File: src/rtl/lampfpu_sqrt_ctrl_pkg.sv
// Shared lampFPU constants and the square-root controller state encoding.
package lampFPU_pkg;
  localparam int LAMP_FLOAT_DW     = 16;
  localparam int LAMP_FLOAT_E_DW   = 8;
  localparam int LAMP_FLOAT_F_DW   = 7;
  localparam int LAMP_FLOAT_E_BIAS = 127;

  localparam logic [LAMP_FLOAT_DW-1:0] LAMP_FLOAT_QNAN = 16'h7FC0;
  localparam logic [LAMP_FLOAT_DW-1:0] LAMP_FLOAT_INF  = 16'h7F80;

  typedef enum logic [2:0] {
    SQRT_IDLE,
    SQRT_ISSUE,
    SQRT_WAIT,
    SQRT_NORM,
    SQRT_DONE
  } sqrtCtrlState_t;
endpackage

File: src/rtl/lampfpu_sqrt_round.sv
// Normalise the Q0.16 core root, round to nearest-even and pack a positive float.
module lampfpu_sqrt_round
  import lampFPU_pkg::*;
(
  input  logic [15:0] r_i,
  input  logic [7:0]  k_i,
  output logic [15:0] res_o
);
  logic [6:0] frac;
  logic       guard, sticky;
  logic [7:0] exp_b, fsum;

  always_comb begin
    frac   = r_i[13:7];
    guard  = r_i[6];
    sticky = |r_i[5:0];
    exp_b  = 8'(LAMP_FLOAT_E_BIAS - 2) + k_i;
    if (r_i[15]) begin
      frac   = r_i[14:8];
      guard  = r_i[7];
      sticky = |r_i[6:0];
      exp_b  = 8'(LAMP_FLOAT_E_BIAS - 1) + k_i;
    end
    // A carry out of the fraction leaves fsum[6:0] at zero and bumps the exponent.
    fsum  = {1'b0, frac} + {7'b0, guard & (sticky | frac[0])};
    res_o = {1'b0, exp_b + {7'b0, fsum[7]}, fsum[6:0]};
    if (r_i[15:14] == 2'b00) res_o = '0;
  end
endmodule

File: src/rtl/lampfpu_sqrt_ctrl.sv
// Square-root operation controller: special operands, core handshake, result packing.
// Optional core watchdog enabled by defining LAMP_SQRT_TIMEOUT_EN.
module lampfpu_sqrt_ctrl
  import lampFPU_pkg::*;
#(
  parameter int TIMEOUT_CYCLES = 32
) (
  input  logic        clk,
  input  logic        rst,
  input  logic        doSqrt_i,
  input  logic [15:0] op_i,
  output logic        busy_o,
  output logic        valid_o,
  output logic [15:0] res_o,
  output logic        isInv_o,
  output logic        isTo_o,
  output logic        core_doSqrt_o,
  output logic [7:0]  core_s_o,
  input  logic        core_valid_i,
  input  logic [15:0] core_res_i
);
  sqrtCtrlState_t state_q;
  logic        busy_q, valid_q, inv_q, core_do_q;
  logic [15:0] res_q, r_q, norm_res;
  logic [7:0]  core_s_q, k_q;

  logic        op_sign, is_nan, is_neg, is_inf, is_zero, is_special;
  logic [7:0]  op_exp, e8, k_d, s_d;
  logic [6:0]  op_frac;
  logic [15:0] spec_res;
  logic        spec_inv;

  always_comb begin
    op_sign  = op_i[15];
    op_exp   = op_i[14:7];
    op_frac  = op_i[6:0];
    is_nan   = (op_exp == 8'hFF) && (op_frac != '0);
    is_neg   = op_sign && ((op_exp != '0) || (op_frac != '0));
    is_inf   = (op_exp == 8'hFF);
    is_zero  = (op_exp == 8'h00);
    is_special = is_nan || is_neg || is_inf || is_zero;
    spec_inv = 1'b0;
    spec_res = {op_sign, 15'b0};
    if (is_nan) spec_res = LAMP_FLOAT_QNAN;
    else if (is_neg) begin
      spec_res = LAMP_FLOAT_QNAN;
      spec_inv = 1'b1;
    end else if (is_inf) spec_res = LAMP_FLOAT_INF;
    // k = e/2+1 for even e and (e+3)/2 = floor(e/2)+2 for odd e, in 8 signed bits.
    e8  = op_exp - 8'(LAMP_FLOAT_E_BIAS);
    k_d = 8'($signed(e8) >>> 1) + (e8[0] ? 8'd2 : 8'd1);
    s_d = e8[0] ? {2'b00, 1'b1, op_frac[6:2]} : {1'b0, 1'b1, op_frac[6:1]};
  end

  lampfpu_sqrt_round u_round (.r_i(r_q), .k_i(k_q), .res_o(norm_res));

`ifdef LAMP_SQRT_TIMEOUT_EN
  logic [5:0] cnt_q;
  logic       to_q;
  assign isTo_o = to_q;
`else
  assign isTo_o = 1'b0;
`endif

  always_ff @(posedge clk or posedge rst) begin
    if (rst) begin
      state_q   <= SQRT_IDLE;
      busy_q    <= 1'b0;
      valid_q   <= 1'b0;
      res_q     <= '0;
      inv_q     <= 1'b0;
      core_do_q <= 1'b0;
      core_s_q  <= '0;
      k_q       <= '0;
      r_q       <= '0;
`ifdef LAMP_SQRT_TIMEOUT_EN
      cnt_q     <= '0;
      to_q      <= 1'b0;
`endif
    end else begin
      valid_q   <= 1'b0;
      core_do_q <= 1'b0;
      case (state_q)
        SQRT_IDLE, SQRT_DONE: begin
          state_q <= SQRT_IDLE;
          busy_q  <= 1'b0;
          if (doSqrt_i) begin
            if (is_special) begin
              state_q <= SQRT_DONE;
              valid_q <= 1'b1;
              res_q   <= spec_res;
              inv_q   <= spec_inv;
`ifdef LAMP_SQRT_TIMEOUT_EN
              to_q    <= 1'b0;
`endif
            end else begin
              state_q   <= SQRT_ISSUE;
              busy_q    <= 1'b1;
              core_do_q <= 1'b1;
              core_s_q  <= s_d;
              k_q       <= k_d;
            end
          end
        end
        SQRT_ISSUE: begin
          state_q <= SQRT_WAIT;
`ifdef LAMP_SQRT_TIMEOUT_EN
          cnt_q   <= '0;
`endif
        end
        SQRT_WAIT: begin
          if (core_valid_i) begin
            r_q     <= core_res_i;
            state_q <= SQRT_NORM;
          end
`ifdef LAMP_SQRT_TIMEOUT_EN
          else if (cnt_q == 6'(TIMEOUT_CYCLES - 1)) begin
            state_q <= SQRT_DONE;
            busy_q  <= 1'b0;
            valid_q <= 1'b1;
            res_q   <= LAMP_FLOAT_QNAN;
            inv_q   <= 1'b0;
            to_q    <= 1'b1;
          end else cnt_q <= cnt_q + 6'd1;
`endif
        end
        SQRT_NORM: begin
          state_q <= SQRT_DONE;
          busy_q  <= 1'b0;
          valid_q <= 1'b1;
          res_q   <= norm_res;
          inv_q   <= 1'b0;
`ifdef LAMP_SQRT_TIMEOUT_EN
          to_q    <= 1'b0;
`endif
        end
        default: state_q <= SQRT_IDLE;
      endcase
    end
  end

  assign busy_o        = busy_q;
  assign valid_o       = valid_q;
  assign res_o         = res_q;
  assign isInv_o       = inv_q;
  assign core_doSqrt_o = core_do_q;
  assign core_s_o      = core_s_q;
endmodule

File: config.mk
export PLATFORM = sky130hd
export DESIGN_NAME = lampfpu_sqrt_ctrl
export DESIGN_NICKNAME = d
export VERILOG_FILES = /design/src/rtl/lampfpu_sqrt_ctrl_pkg.sv /design/src/rtl/lampfpu_sqrt_round.sv /design/src/rtl/lampfpu_sqrt_ctrl.sv
export SDC_FILE = /design/constraint.sdc
export NUM_CORES = 1
export LEC_CHECK = 0
export ABC_AREA = 1
export CAP_MARGIN = 10
export CORE_ASPECT_RATIO = 0.75
export CORE_UTILIZATION = 51
export CTS_BUF_LIST = sky130_fd_sc_hd__clkbuf_2 sky130_fd_sc_hd__clkbuf_4 sky130_fd_sc_hd__clkbuf_8
export CTS_CLUSTER_SIZE = 10
export DETAILED_ROUTE_END_ITERATION = 6
export MAX_ROUTING_LAYER = met4
export PLACE_DENSITY = 0.8
export SLEW_MARGIN = 5
export SYNTH_ARGS = -nofsm -noshare
export SYNTH_HDL_FRONTEND = slang
export SYNTH_SLANG_ARGS = --single-unit
export TNS_END_PERCENT = 30
File: constraint.sdc
create_clock -name clk -period 5.7 [get_ports clk]
set_clock_uncertainty 0.1 [all_clocks]
set_input_delay 1.14 -clock clk [delete_from_list [all_inputs] [get_ports clk]]
set_output_delay 1.14 -clock clk [all_outputs]
set_load 0.005 [all_outputs]
==> impl_metrics.yaml <==
pwr:
  vdd_drop_max_uv: 216.2
  swShare_pct: 40.91
  power.switching_mw: 0.7518
  leakagePower_nw: 1.820
  powerDensity_nw_per_um2: 468.9
  combPwrFrac_pct: 49.6
  p_int_mw: 1.086
  pwr-share-clk_pct: 12.5
  seqPwrFrac_pct: 37.9
  power_mw: 1.838
timing:
  setup_slack_ns: 2.165
  finalMaxSlewViolations: 0
  fin_crit_sh_pct: 62.01
  setup_viol: 0
  hold_viol_final: 0
  tightest_slew_ns: 0.8463
  rsz0062_at_grt: "no"
  slew_headroom_pct: 43.44
  setup-tns-final_ns: 0
  period_minus_slack_ns: 3.535
  clock.fmax_ghz: 0.2829
critical_path:
  r2r_slack_ns: 2.74
  start_kind: "input pin"
  crit_path_max_fanout: 13
  reg2reg_from: "r_q[15]"
  arrival_ns: 3.63
  r2r-end: "res_o[13]"
  cp_data_required_time_ns: 5.80
  crit_path_end_kind: "register"
  critPathKind: "input pin to register"
  reg2reg_depth: 16
synthesis:
  ys_seq_elements: 54
  yosys_warnings: 0
  yosys.cell_types.count: 39
  synth_top_area_share_pct: 42.84
  synth_flop_cell: "dfrtp_1"
  synth_edf_count: 0
  avgSynthCellArea_um2: 7.866
  postSynth.asyncResetShare_pct: 100.0
  synthTopCellsByArea: "dfrtp_1 43%, nand2_1 11%, nor2_1 6.5%"
  synth_area_um2: 3154
  yosysSeqAreaShare_pct: 42.84
  yosysTopAreaCell: "dfrtp_1"
  syn_inst: 401
run:
  maxCapViolCount: 0
route:
  routedWlPerCell_um: 12.32
  dr.pass1.iters: 4
  drtAntennaViolNets: 0
  wirelength_mm: 6.664
  drc: 0
  drt-initial-drc-count: 165
  avgViaCountPerCell: 5.098
  vias: 2758
placement:
  gp_congestion: 0.8888
  hpwl_mm: 5.127
  postPlaceCellArea_um2: 3821
  dp_slack_ns: 1.897
  io_buffers: 62
  place_inst: 533
cells_and_area:
  final_common_cell: "nand2_1"
  num_antenna_cells: 0
  fillers: 497
  drive_gt1_share_pct: 7.991
  multi_input_area_um2: 1549
  fin_area_um2: 3920
  layout_common_cells: "90 x nand2_1, 62 x clkdlybuf4s50_1, 55 x nor2_1"
  regArea_um2: 1351
  layout.nets: 511
  final_cell_count_no_fill: 541
  syn_to_final_growth_pct: 24.28
global_route:
  antenna_found_initial: 0
  grt_use_met3_pct: 4.031
  grt_max_degree: 55
  overflow: 0
  track_usage_pct: 23.35
  top_usage_layer: "met2"
  grt_util_met1_pct: 31.77
  grt_first_pass_wirelength_mm: 11.89
  grtUsageMet2_pct: 37.83
  first_global_vias: 2690
run_status:
  status: "completed"
die:
  die_area_um2: 6507
  design.core.area_um2: 5886
  die-height_um: 70.11
  floorplan.rows: 24
  boundaryPins: 65
  start_util_pct: 53.59
  die_width_um: 92.81
cts:
  clk_path_buf_depth: 2
  cts_root_buffer: "clkbuf_8"
  cts_inserted_buffers: 5
  post_cts_buffers: 0
  cts.sinks: 54
  hold_buffers: 0
  clk_pin_slew_ns: 0.10
  cts_resized: 0
  clkLatencyLatePin_ns: 0.30
  cts_tree: "yes"
  cts_max_level: 2
min_path:
  holdPathStages: 1
  hold_start: "state_q[2]"
  min_to: "state_q[1]"
  hp-class: "register to register"
[state kept, by name, indices dropped and copies added (netlist names)]
register       cells
isInv_o            1
core_doSqrt_o      1
valid_o            1
core_s_o           7
state_q            3
r_q               16
busy_o             1
k_q                8
res_o             16
[cells by family after synthesis]
| family | synth area share, % |
|---|---|
| compound gates | 12.65 |
| xor+xnor | 1.944 |
| fa+ha+maj | 5.395 |
| buf+inv | 8.171 |
| flops | 42.84 |
| mux | 2.499 |
| other cells | 0.1189 |
| simple gates | 26.38 |
[power by group through the flow]
| stage | Clock, mW | Combinational [mW] | Sequential [mW] |
|---|---|---|---|
| 6_report | 0.229 | 0.912 | 0.696 |
| 5_1_grt | 0.254 | 1.04 | 0.724 |
| 3_5_place_dp | 0 | 0.912 | 0.704 |
| 2_1_floorplan | 0 | 0.605 | 0.670 |
| 4_1_cts | 0.235 | 0.917 | 0.697 |
| 3_3_place_gp | 0 | 0.884 | 0.698 |
[metal layers]
metal,vias to the layer above,wire length (um)
met1,1275,3203
met2,59,3168
li1,1420,-
met4,0,35
met5,-,0
met3,4,257
[cells in the mapped netlist, drive strengths merged, types with 4 or more instances]
master  instances
nand2          92
nor2           59
dfrtp          54
inv            50
o21ai          32
a21oi          23
nand3          20
ha             12
buf            10
nand4          10
a31oi           7
mux2            7
nor3            4
xnor2           4
[worst max-delay path by stage]
| stage | start | endpoint | cells past startpoint |
|---|---|---|---|
| global route | op_i[7] | k_q[1] | 9 |
| finish | op_i[7] | k_q[6] | 10 |
| global placement | op_i[7] | core_s_o[6] | 9 |
| CTS | op_i[7] | k_q[6] | 10 |
| detailed placement | op_i[7] | k_q[1] | 9 |
| floorplan | op_i[7] | k_q[6] | 9 |
[critical path: stages]
cell	delay (ns)
clkdlybuf4s50_1	0.67
ha_1	0.37
xnor2_1	0.17
fa_1	0.42
nor3_1	0.24
nand2_1	0.12
o21ai_0	0.19
inv_1	0.06
o21ai_0	0.19
nand2_1	0.07
[per-stage QoR]
step	util [%]	hold slack (ns)
2_1_floorplan	-	0.3231
4_1_cts	66.60	0.3695
3_3_place_gp	64.92	0.3497
3_5_place_dp	64.92	0.3508
5_1_grt	66.60	0.4089
6_report	66.60	0.3678
[cell type report]
cell class                 instances  share of cell area (%)
clock inverter                     2                  0.4149
multi-input combinational        287                   39.51
timing repair buffer              64                   16.21
inverter                          50                   4.788
clock buffer                       6                   2.107
tap                               78                   2.490
sequential                        54                   34.47
Power figures use the tool's default switching activity.
